**config.mk**
```make
export PLATFORM = sky130hd
export DESIGN_NAME = hazard_ctrl
export DESIGN_NICKNAME = d
export VERILOG_FILES = /design/src/rtl/hazard_ctrl.sv
export SDC_FILE = /design/constraint.sdc
export NUM_CORES = 1
export LEC_CHECK = 0
export CAP_MARGIN = 10
export CELL_PAD_IN_SITES_DETAIL_PLACEMENT = 1
export CELL_PAD_IN_SITES_GLOBAL_PLACEMENT = 1
export CORE_MARGIN = 3
export CORE_UTILIZATION = 32
export DETAILED_ROUTE_END_ITERATION = 8
export GPL_TIMING_DRIVEN = 0
export PLACE_DENSITY_LB_ADDON = 0.1
export SLEW_MARGIN = 20
export SYNTH_ARGS = -nofsm -noshare
export SYNTH_HDL_FRONTEND = slang
export SYNTH_SLANG_ARGS = --single-unit
```
**constraint.sdc**
```tcl
create_clock -name clk -period 4.8 [get_ports clk]
set_clock_uncertainty 0.15 [all_clocks]
set_input_delay 1.44 -clock clk [delete_from_list [all_inputs] [get_ports clk]]
set_output_delay 1.44 -clock clk [all_outputs]
set_load 0.05 [all_outputs]
```
**src/rtl/hazard_ctrl.sv**
```systemverilog
// hazard_ctrl -- hazard unit for a 5-stage pipeline with a multi-cycle multiply.
//
// Ports:
//   clk, reset (async, active-low)
//   RA1D/RA2D   decode source registers     RA1E/RA2E  execute source registers
//   WA3E/M/W    destination registers       RegWriteE/M/W  write enables
//   MemtoRegE   E-stage load                PCSrcD/E/M/W   PC write in flight
//   BranchTakenE, MulStartE
//   ForwardAE/BE  operand select (00 regfile, 01 W, 10 M)
//   StallF/D/E, FlushD/E, Busy (multiply in E), StallCount (saturating)
module hazard_ctrl #(
  parameter int MUL_LAT = 4
) (
  input  logic        clk,
  input  logic        reset,
  input  logic [3:0]  RA1D,
  input  logic [3:0]  RA2D,
  input  logic [3:0]  RA1E,
  input  logic [3:0]  RA2E,
  input  logic [3:0]  WA3E,
  input  logic [3:0]  WA3M,
  input  logic [3:0]  WA3W,
  input  logic        RegWriteE,
  input  logic        RegWriteM,
  input  logic        RegWriteW,
  input  logic        MemtoRegE,
  input  logic        PCSrcD,
  input  logic        PCSrcE,
  input  logic        PCSrcM,
  input  logic        PCSrcW,
  input  logic        BranchTakenE,
  input  logic        MulStartE,
  output logic [1:0]  ForwardAE,
  output logic [1:0]  ForwardBE,
  output logic        StallF,
  output logic        StallD,
  output logic        StallE,
  output logic        FlushD,
  output logic        FlushE,
  output logic        Busy,
  output logic [15:0] StallCount
);

  typedef enum logic {RUN = 1'b0, MUL_BUSY = 1'b1} state_t;

  // Busy lasts MUL_LAT-1 cycles: the cycle MulStartE is seen counts as the first.
  localparam logic [3:0] CNT_LOAD = 4'(MUL_LAT - 1);

  state_t      state_reg;
  logic [3:0]  cnt_reg;
  logic        busy_reg;
  logic [15:0] stall_count_reg;

  logic ldstall;
  logic pcpend;

  // M result is younger than W, so it wins; r15 is the PC and never forwarded.
  function automatic logic [1:0] fwd_sel(input logic [3:0] ra,
                                         input logic       wr_m,
                                         input logic [3:0] wa_m,
                                         input logic       wr_w,
                                         input logic [3:0] wa_w);
    logic [1:0] sel;
    sel = 2'b00;
    if (ra != 4'hF) begin
      if (wr_m && (ra == wa_m))      sel = 2'b10;
      else if (wr_w && (ra == wa_w)) sel = 2'b01;
    end
    return sel;
  endfunction

  assign ForwardAE = fwd_sel(RA1E, RegWriteM, WA3M, RegWriteW, WA3W);
  assign ForwardBE = fwd_sel(RA2E, RegWriteM, WA3M, RegWriteW, WA3W);

  assign ldstall = MemtoRegE & RegWriteE & ((RA1D == WA3E) | (RA2D == WA3E));
  assign pcpend  = PCSrcD | PCSrcE | PCSrcM;

  assign Busy       = busy_reg;
  assign StallF     = ldstall | pcpend | busy_reg;
  assign StallD     = ldstall | busy_reg;
  assign StallE     = busy_reg;
  // A multiply holding E freezes the pipe; flushing around it would lose instructions.
  assign FlushD     = ~busy_reg & (pcpend | PCSrcW | BranchTakenE);
  assign FlushE     = ~busy_reg & (ldstall | BranchTakenE);
  assign StallCount = stall_count_reg;

  always_ff @(posedge clk or negedge reset) begin
    if (!reset) begin
      state_reg <= RUN;
      cnt_reg   <= 4'd0;
      busy_reg  <= 1'b0;
    end else begin
      case (state_reg)
        RUN: begin
          // A taken branch squashes the multiply that entered E with it.
          if (MulStartE && !BranchTakenE) begin
            state_reg <= MUL_BUSY;
            cnt_reg   <= CNT_LOAD;
            busy_reg  <= 1'b1;
          end
        end
        MUL_BUSY: begin
          if (cnt_reg == 4'd1) begin
            state_reg <= RUN;
            cnt_reg   <= 4'd0;
            busy_reg  <= 1'b0;
          end else begin
            cnt_reg <= cnt_reg - 4'd1;
          end
        end
        default: begin
          state_reg <= RUN;
          cnt_reg   <= 4'd0;
          busy_reg  <= 1'b0;
        end
      endcase
    end
  end

  always_ff @(posedge clk or negedge reset) begin
    if (!reset) begin
      stall_count_reg <= 16'd0;
    end else if (StallF && (stall_count_reg != 16'hFFFF)) begin
      stall_count_reg <= stall_count_reg + 16'd1;
    end
  end

endmodule

```
==> reports/qor.log, run 1 <==
[timing] final-report max-slew violation count 0
[synthesis] netlist area before placement 0.001449 mm^2
[grt] largest net degree at the start of global routing 23
[synthesis] area share of the largest cell type after synthesis 38.00%
[finish] synthesis-to-finish area growth 53.89%
[route] DRC Markers 0
[timing] setup violators final 0
[floorplan] Floorplan Core Area 0.004173 mm^2
[synthesis] warning count from the yosys run 0
[grt] wire length of the first global-routing pass 7.521 mm
[timing] final cycle utilization of the critical path 98.06%
[grt] number of antenna violations at the first check in global routing 0
[synthesis] post-synthesis simple-gate area fraction 25.13%
[finish] NumNets Final 265
[route] vias per inst 5.081
[clocking] Clock transition at path regs 0.07 ns
[clocking] sink count of the clock tree 22
[floorplan] Die Span X 73.29 um
[route] wirelength, routed 4.498 mm
[synthesis] fraction of synthesized area in multiplexers 0.7772%
[grt] Overall Global Routing Usage 18.04%
[route] number of vias after detailed routing 1377
[route] first-iteration detailed-routing DRC count 38
[timing] hold violation count in the final report 0
[worst_setup_path] type of the worst setup path primary input to output pin
[worst_setup_path] top fanout value on the critical path 3
[synthesis] synthesized-area fraction occupied by ao, oa, aoi and oai cells 7.945%
[synthesis] largest cells by area after synthesis dfrtp_1 38%, xor2_1 12%, xnor2_1 10%
[timing] headroom to the max-slew limit 65.59%
[timing] Worst Tran Pin Value 0.5145 ns
[route] first-pass iteration count of the detailed router 4
[route] Routed wire per std cell 16.60 um
[finish] fraction of layout instances using a drive strength above 1 10.86%
[worst_setup_path] Worst setup EP type output pin
[finish] post-route standard cell area excluding fillers 0.002230 mm^2
[finish] count of antenna diodes in the layout 0
[worst_setup_path] crit start category primary input
[synthesis] Synth Area in XOR/XNOR 22.37%
[clocking] number of H-tree levels 1
[synthesis] post-synthesis area per instance 9.595 um^2
[worst_setup_path] largest stage delay on the critical path 0.46 ns
[route] remaining antenna violation count 0
[placement] half-perimeter wire length after detailed placement 3.613 mm
[clocking] Clock Tree Root clkbuf_8
[power_and_ir_drop] Power Dens Cells 459.9 mW/mm^2
[placement] final RePlAce weighted congestion 0.8668
[worst_setup_path] critical path's slowest cell clkdlybuf4s50_1
[power_and_ir_drop] worst vdd ir 236.6 uV
[clocking] worst skew pair latency 0.27 ns
[synthesis] Yosys reg bits 22
[floorplan] placement row count 23
[finish] fillers 499
[run] number of maximum-capacitance violations 0
[synthesis] top cell type by total area after synthesis dfrtp_1
[timing] clock period minus final worst setup slack 4.707 ns
[worst_hold_path] Hold/Removal Path Class register to register
[placement] Cells after DPL 266
[floorplan] die extent in y 73.29 um
[finish] number of standard cells in the layout, taps in and fillers out 271
[clocking] TritonCTS clock tree yes
[synthesis] share of synthesized area occupied by flip-flops and latches 38.00%
[worst_setup_path] worst-path cell chain clkdlybuf4s50_1 -> xor2_1 -> nor4_2 -> o211ai_2 -> or2b_1 -> clkdlybuf4s15_2
[floorplan] Initial Utilization 34.72%
[worst_setup_path] critical path required time 3.21 ns
[timing] unrepaired setup endpoints after global routing false
[placement] instance area at placement 0.002162 mm^2
[synthesis] number of distinct standard cells referenced by the synthesized netlist 33
[floorplan] area of the die 0.005371 mm^2
[grt] number of global-route vias before repair 1562
[floorplan] boundary pin count 66
[finish] number of flip-flops under the largest register name 16
[synthesis] total nets after synthesis 194
[timing] Max Fclk 212.5 MHz
[synthesis] Post-Synth Adder-Cell Area 2.591%
[grt] residual overflow from global routing 0
[power_and_ir_drop] static leakage power 0.9374 nW
[synthesis] Post-Syn Instances 151
[synthesis] dominant combinational cell family by area after synthesis simple AND/OR/NAND/NOR gates
[clocking] clock tree buffer depth 2
[worst_setup_path] data arrival time at the worst-slack endpoint 3.12 ns
[placement] count of buffers inserted at the top-level ports 65
[status] status finished, final reports clean
[clocking] TritonCTS Buffers 3
==> routing by layer <==
layer	global-route usage [%]	up-vias	wire length [um]
met1	19.75	684	1634
met3	2.873	2	136
li1	-	668	-
met4	1.811	0	13
met5	0	-	0
met2	36.84	23	2714
==> through the flow <==
step	util [%]	hold slack [ns]	setup TNS (ns)	power (mW)	worst slack, ns
global route	53.43	0.3595	0	1.091	0.002398
detailed placement	51.81	0.3343	-2.150	0.8572	-0.4201
CTS	53.73	0.3493	0	1.033	0.008053
floorplan	-	0.3016	0	0.6496	0.3316
global placement	51.81	0.3296	-1.939	0.8337	-0.4085
finish	53.43	0.3394	0	1.025	0.09325
==> final timing paths <==
path,to,slack (ns),cells past startpoint,from
min in group asynchronous,StallCount[2],0.98,1,reset
worst min register to register,StallCount[9],0.34,1,StallCount[9]
worst min-delay path,StallCount[9],0.34,1,StallCount[9]
max in group asynchronous,StallCount[6],3.16,1,reset
worst max register to register,StallCount[9],2.54,9,StallCount[0]
worst max-delay path,StallD,0.09,6,WA3E[0]
==> what timing repair did <==
action                     4_1_cts  5_1_grt
pin swaps                        1        0
setup buffers                    1        0
cloned                           0        0
hold endpoints to repair         0        0
setup endpoints to repair        7        2
resized for setup               19        5
hold buffers                     0        0
==> layout by cell type (no fill, tap or decap) <==
master / count
clkbuf_8: 3
o211ai_2: 1
bufinv_16: 1
inv_1: 5
clkdlybuf4s15_2: 3
clkbuf_2: 2
nor4_2: 2
a21oi_1: 3
o22ai_1: 1
and3_1: 6
nor3b_4: 1
buf_4: 2
nand3_2: 2
nand2_1: 12
clkdlybuf4s50_1: 57
o21ai_0: 8
a211oi_1: 1
and4_1: 1
dfrtp_1: 22
xnor2_1: 17
nand4b_1: 1
nor4_4: 1
nand3_1: 14
nand2b_1: 1
buf_6: 1
or2b_1: 1
clkbuf_1: 1
nor3_1: 7
buf_2: 3
xor2_1: 20
a21oi_4: 1
nor2b_1: 2
nor2_1: 6
dlygate4sd2_1: 1
ha_1: 3
mux2_2: 1
nand4_1: 5
a41oi_1: 2
==> cells by family after synthesis <==
logic type               after synthesis
AO/OA/AOI/OAI                         17
XOR/XNOR                              37
adder cells (fa/ha/maj)                3
buffers and inverters                  9
flip-flops                            22
multiplexers                           1
AND/OR/NAND/NOR                       62
==> final cells by class <==
cell class,count,area (um^2),share of cell area (%)
Multi-Input combinational cell,120,858.3,38.50
Timing Repair Buffer,66,640.6,28.73
Sequential cell,22,550.5,24.69
Tap cell,50,62.56,2.806
Clock buffer,3,41.29,1.852
Clock inverter,1,30.03,1.347
Buffer,4,27.53,1.235
Inverter,5,18.77,0.8418
==> power by group <==
part / total (mW) / leakage, nW / switching (mW) / internal (mW)
Clock: 0.175 / 0.0357 / 0.0631 / 0.111
Combinational: 0.539 / 0.621 / 0.335 / 0.204
Sequential: 0.312 / 0.280 / 0.0676 / 0.244
Total: 1.03 / 0.937 / 0.465 / 0.560
==> cells in the mapped netlist, drive strengths merged <==
| cell type | count |
|---|---|
| a211oi | 1 |
| a21oi | 4 |
| a41oi | 2 |
| and3 | 6 |
| and4 | 1 |
| buf | 3 |
| clkbuf | 1 |
| dfrtp | 22 |
| ha | 3 |
| inv | 5 |
| mux2 | 1 |
| nand2 | 12 |
| nand2b | 1 |
| nand3 | 16 |
| nand4 | 5 |
| nand4b | 1 |
| nor2 | 6 |
| nor2b | 2 |
| nor3 | 7 |
| nor3b | 1 |
| nor4 | 3 |
| o211ai | 1 |
| o21ai | 8 |
| o22ai | 1 |
| or2b | 1 |
| xnor2 | 17 |
| xor2 | 20 |
==> critical path, delay by kind of cell <==
| kind | cells | cell delay, ns |
|---|---|---|
| simple gates | 2 | 0.49 |
| buf+inv | 2 | 0.84 |
| xor+xnor | 1 | 0.19 |
| compound gates | 1 | 0.16 |
Power figures use the tool's default switching activity.
==> run 2, diff against run 1 <==
- PLACE_DENSITY_LB_ADDON: 0.1 -> 0.2
==> run 2 against run 1 <==
Effect of this change: via count grew 1.1%; sequential power is essentially flat; global-route usage shrank 0.28 points; design area shrank 0.73%; die area is the same; first-iteration DRC count shrank 21%; power shrank 0.43%; worst setup slack lost 0.0023 ns; non-clock buffer count shrank 1.
==> reports/qor.log, run 2 (synthesis gave the netlist of run 1 again) <==
[worst_setup_path] type of the worst setup path primary input to output pin
[grt] number of global-route vias before repair 1554
[route] met1 WL 1.717 mm
[clocking] sink count of the clock tree 22
[worst_setup_path] critical path required time 3.21 ns
[timing] final cycle utilization of the critical path 98.11%
[worst_setup_path] worst-path cell chain clkdlybuf4s50_1 -> xor2_1 -> nor3_1 -> nand3_1 -> a41oi_1 -> clkdlybuf4s18_2
[clocking] TritonCTS Buffers 3
[route] met3 layer wire length in the routed design 214 um
[timing] setup slack after layout 0.09096 ns
[finish] Final Core Density 53.04%
[clocking] Clock Tree Root clkbuf_8
[worst_setup_path] top fanout value on the critical path 4
[floorplan] boundary pin count 66
[timing] Max Fclk 212.4 MHz
[clocking] clock tree buffer depth 2
[grt] wire length of the first global-routing pass 7.403 mm
[finish] fillers 493
[timing] clock period minus final worst setup slack 4.709 ns
[finish] number of flip-flops under the largest register name 16
[worst_setup_path] data arrival time at the worst-slack endpoint 3.12 ns
[worst_setup_path] crit start category primary input
[placement] instance area at placement 0.002162 mm^2
[grt] number of antenna violations at the first check in global routing 0
[floorplan] placement row count 23
[floorplan] die extent in y 73.29 um
[placement] count of buffers inserted at the top-level ports 65
[worst_hold_path] Hold/Removal Path Class register to register
[timing] final-report max-slew violation count 0
[run] number of maximum-capacitance violations 0
[finish] most frequent cells in the layout 57 x clkdlybuf4s50_1, 22 x dfrtp_1, 20 x xor2_1
[finish] NumNets Final 264
[floorplan] area of the die 0.005371 mm^2
[timing] hold violation count in the final report 0
[finish] post-route standard cell area excluding fillers 0.002213 mm^2
[clocking] number of H-tree levels 1
[finish] fraction of layout instances using a drive strength above 1 10.00%
[worst_setup_path] buffers plus inverters on the worst setup path 2
[route] metal2 WL 2.266 mm
[worst_setup_path] largest stage delay on the critical path 0.53 ns
[timing] Worst Tran Pin Value 0.7262 ns
[route] wirelength, routed 4.358 mm
[placement] half-perimeter wire length after detailed placement 3.575 mm
[route] Routed wire per std cell 16.14 um
[power_and_ir_drop] Power Dens Cells 461.3 mW/mm^2
[route] vias per inst 5.156
[route] top sig layer met4
[route] first-iteration detailed-routing DRC count 30
[route] number of vias after detailed routing 1392
[finish] most frequent standard cell in the layout excluding fill and tap cells clkdlybuf4s50_1
[clocking] TritonCTS clock tree yes
[timing] setup violators final 0
[placement] Cells after DPL 266
[route] DRC Markers 0
[grt] Overall Global Routing Usage 17.76%
[clocking] Clock transition at path regs 0.08 ns
[clocking] number of post-CTS setup repair buffers 0
[route] remaining antenna violation count 0
[finish] synthesis-to-finish area growth 52.76%
[clocking] worst skew pair latency 0.27 ns
[worst_setup_path] dominant delay contributor by cell family on the critical path buffers and inverters
[placement] pre-CTS setup slack -0.4190 ns
[placement] final RePlAce weighted congestion 0.9067
[floorplan] Floorplan Core Area 0.004173 mm^2
[floorplan] Die Span X 73.29 um
[power_and_ir_drop] worst vdd ir 273.2 uV
[worst_setup_path] Worst setup EP type output pin
[power_and_ir_drop] static leakage power 0.9306 nW
[finish] count of antenna diodes in the layout 0
[worst_setup_path] critical path's slowest cell clkdlybuf4s50_1
[grt] largest net degree at the start of global routing 23
[floorplan] Initial Utilization 34.72%
[timing] unrepaired setup endpoints after global routing false
[status] status finished, final reports clean
[grt] residual overflow from global routing 0
[timing] headroom to the max-slew limit 51.14%
[route] first-pass iteration count of the detailed router 2
[finish] number of standard cells in the layout, taps in and fillers out 270
-- run 2: cell count changes in the layout (fill, tap and decap cells not counted), sizes merged --
cell	previous run	this run
clkbuf	6	7
clkdlybuf4s15	3	0
clkdlybuf4s18	0	1
-- run 2: repair_timing --
action	in CTS	in global routing
setup endpoints to repair	7	6
gates resized for setup	20	10
hold buffers	0	0
pin swaps	1	1
cloned	0	0
-- run 2: routing by layer --
metal	vias to the layer above	GRT usage, %
li1	662	-
met1	682	20.10
met2	36	31.38
met3	12	4.241
met4	0	8.048
met5	-	0
-- run 2: worst paths after layout --
check                      slack, ns       endpoint           from  depth (start not counted)
setup / recovery                0.09   ForwardBE[1]        RA2E[3]                          6
hold / removal                  0.35  StallCount[9]  StallCount[9]                          1
setup reg to reg                2.55  StallCount[7]  StallCount[0]                          9
hold reg to reg                 0.35  StallCount[9]  StallCount[9]                          1
max in group asynchronous       3.15     cnt_reg[0]          reset                          1
min in group asynchronous       0.98  StallCount[4]          reset                          1
-- run 2: power breakdown --
part           total [mW]  internal [mW]  switching, mW
Sequential          0.312          0.244         0.0676
Combinational       0.532          0.201          0.331
Clock               0.177          0.112         0.0654
-- run 2: area by class of cell --
type	instances	area [um^2]	area share, %
well taps	50	62.56	2.826
multi-input cells	120	860.8	38.89
inverters	5	18.77	0.8479
plain buffers	4	27.53	1.244
repair buffers	65	621.8	28.09
clock inverters	1	30.03	1.357
flip-flops and latches	22	550.5	24.87
clock buffers	3	41.29	1.865
-- run 2: through the flow --
stage               hold WS, ns  TNS (ns)  power, mW
floorplan                0.3016         0     0.6496
global placement         0.3292    -1.881     0.8330
detailed placement       0.3364    -2.102     0.8559
CTS                      0.3500         0      1.034
global route             0.3772         0      1.088
finish                   0.3462         0      1.021
==> run 3, diff against run 2 <==
- ABC_CLOCK_PERIOD_IN_PS: default -> 4800
- PLACE_DENSITY: default -> 0.86
- PLACE_DENSITY_LB_ADDON: 0.2 -> default
==> run 3 against run 2 <==
Effect of this change: via count shrank 0.79%; routed wire length shrank 3.6%; cell count grew 0.37%; clock power shrank 2%; first-iteration DRC count shrank 13%; largest power group unchanged; sequential cell count is the same; utilization grew 0.24 points; non-clock buffer count grew 1; maximum frequency grew 0.27%; critical endpoint is now StallD; critical path type unchanged.
==> reports/qor.log, run 3 (synthesis gave the netlist of run 1 again) <==
[floorplan] Initial Utilization 34.72%
[worst_setup_path] Worst setup EP type output pin
[grt] number of global-route vias before repair 1562
[clocking] worst skew pair latency 0.27 ns
[power_and_ir_drop] Power Dens Cells 460.5 mW/mm^2
[clocking] number of H-tree levels 1
[floorplan] area of the die 0.005371 mm^2
[finish] number of standard cells in the layout, taps in and fillers out 271
[finish] synthesis-to-finish area growth 53.45%
[grt] number of antenna violations at the first check in global routing 0
[grt] wire length of the first global-routing pass 6.982 mm
[placement] instance area at placement 0.002162 mm^2
[status] status finished, final reports clean
[clocking] Clock Tree Root clkbuf_8
[floorplan] die extent in y 73.29 um
[grt] met1 routing resource usage after global routing 19.39%
[route] wirelength, routed 4.201 mm
[worst_setup_path] top fanout value on the critical path 4
[power_and_ir_drop] static leakage power 0.9395 nW
[clocking] Clock transition at path regs 0.08 ns
[timing] unrepaired setup endpoints after global routing false
[timing] final cycle utilization of the critical path 97.84%
[finish] post-route standard cell area excluding fillers 0.002223 mm^2
[finish] count of antenna diodes in the layout 0
[timing] Max Fclk 212.9 MHz
[route] vias per inst 5.096
[timing] Worst Tran Pin Value 0.5596 ns
[route] number of vias after detailed routing 1381
[worst_hold_path] Hold/Removal Path Class register to register
[placement] Cells after DPL 266
[finish] most frequent standard cell in the layout excluding fill and tap cells clkdlybuf4s50_1
[finish] fraction of layout instances using a drive strength above 1 10.86%
[clocking] TritonCTS clock tree yes
[floorplan] Die Span X 73.29 um
[worst_setup_path] data arrival time at the worst-slack endpoint 3.11 ns
[grt] most crowded layer after global routing met2
[placement] final RePlAce weighted congestion 0.7438
[grt] Global Route met2 Usage 29.00%
[power_and_ir_drop] worst vdd ir 294.1 uV
[floorplan] Floorplan Core Area 0.004173 mm^2
[clocking] sink count of the clock tree 22
[finish] NumNets Final 265
[floorplan] placement row count 23
[clocking] clock tree buffer depth 2
[run] number of maximum-capacitance violations 0
[worst_setup_path] type of the worst setup path primary input to output pin
[grt] Overall Global Routing Usage 16.47%
[timing] setup violators final 0
[timing] headroom to the max-slew limit 62.38%
[finish] most frequent cells in the layout 57 x clkdlybuf4s50_1, 22 x dfrtp_1, 20 x xor2_1
[route] remaining antenna violation count 0
[floorplan] boundary pin count 66
[clocking] TritonCTS Buffers 3
[placement] count of buffers inserted at the top-level ports 65
[timing] final-report max-slew violation count 0
[finish] number of flip-flops under the largest register name 16
[grt] residual overflow from global routing 0
[clocking] count of hold buffers inserted by post-cts repair 0
[worst_setup_path] crit start category primary input
[worst_setup_path] critical path required time 3.21 ns
[timing] clock period minus final worst setup slack 4.696 ns
[route] first-iteration detailed-routing DRC count 26
[route] first-pass iteration count of the detailed router 4
[grt] global-route met3 utilization 3.557%
[grt] largest net degree at the start of global routing 23
[route] Routed wire per std cell 15.50 um
[placement] half-perimeter wire length after detailed placement 3.424 mm
[timing] hold violation count in the final report 0
[timing] TNS Setup 0 ns
[route] DRC Markers 0
[timing] worst hold-check slack 0.3413 ns
[run 3: final timing paths]
| kind | startpoint | endpoint | slack, ns | cells after the start |
|---|---|---|---|---|
| min in group asynchronous | reset | StallCount[13] | 0.98 | 1 |
| max in group asynchronous | reset | StallCount[3] | 3.18 | 1 |
| hold / removal | StallCount[9] | StallCount[9] | 0.34 | 1 |
| setup reg to reg | StallCount[0] | StallCount[7] | 2.54 | 9 |
| setup / recovery | WA3E[2] | StallD | 0.10 | 6 |
| hold reg to reg | StallCount[9] | StallCount[9] | 0.34 | 1 |
[run 3: timing repair]
| item | 4_1_cts | 5_1_grt |
|---|---|---|
| resized for setup | 12 | 10 |
| setup buffers | 1 | 0 |
| endpoints found under the setup margin | 7 | 4 |
| pin swaps | 1 | 0 |
| cloned | 0 | 0 |
[run 3: cell type report]
cell class | instances | area [um^2]
Timing Repair Buffer | 66 | 634.4
Sequential cell | 22 | 550.5
Clock buffer | 3 | 41.29
Inverter | 5 | 18.77
Clock inverter | 1 | 30.03
Buffer | 4 | 27.53
Tap cell | 50 | 62.56
Fill cell | 497 | 1949
Multi-Input combinational cell | 120 | 858.3
[run 3: critical path, stage by stage]
cell and delay [ns]:
clkdlybuf4s50_1 0.51, xor2_1 0.26, nor4_4 0.08, o211ai_2 0.21, or2b_1 0.25, clkdlybuf4s15_2 0.34
[run 3: metrics by stage]
stage / utilization [%] / power, mW / setup slack, ns
global placement: 51.81 / 0.8386 / -0.3708
global route: 53.28 / 1.091 / 0.02280
finish: 53.28 / 1.024 / 0.1035
floorplan: - / 0.6496 / 0.3316
CTS: 53.76 / 1.035 / 0.001184
detailed placement: 51.81 / 0.8549 / -0.4301
[run 3: report_power, final]
part / internal (mW) / switching [mW]
Sequential: 0.244 / 0.0721
Combinational: 0.204 / 0.331
Clock: 0.111 / 0.0617
Total: 0.559 / 0.465
[run 3: per-layer routing]
metal  wire, um  vias up  share of wire, %
met5          0        -                 0
met4         80        0               1.9
met3        389        7               9.3
met2       2010       60                48
met1       1720      650                41
li1           -      664                 -
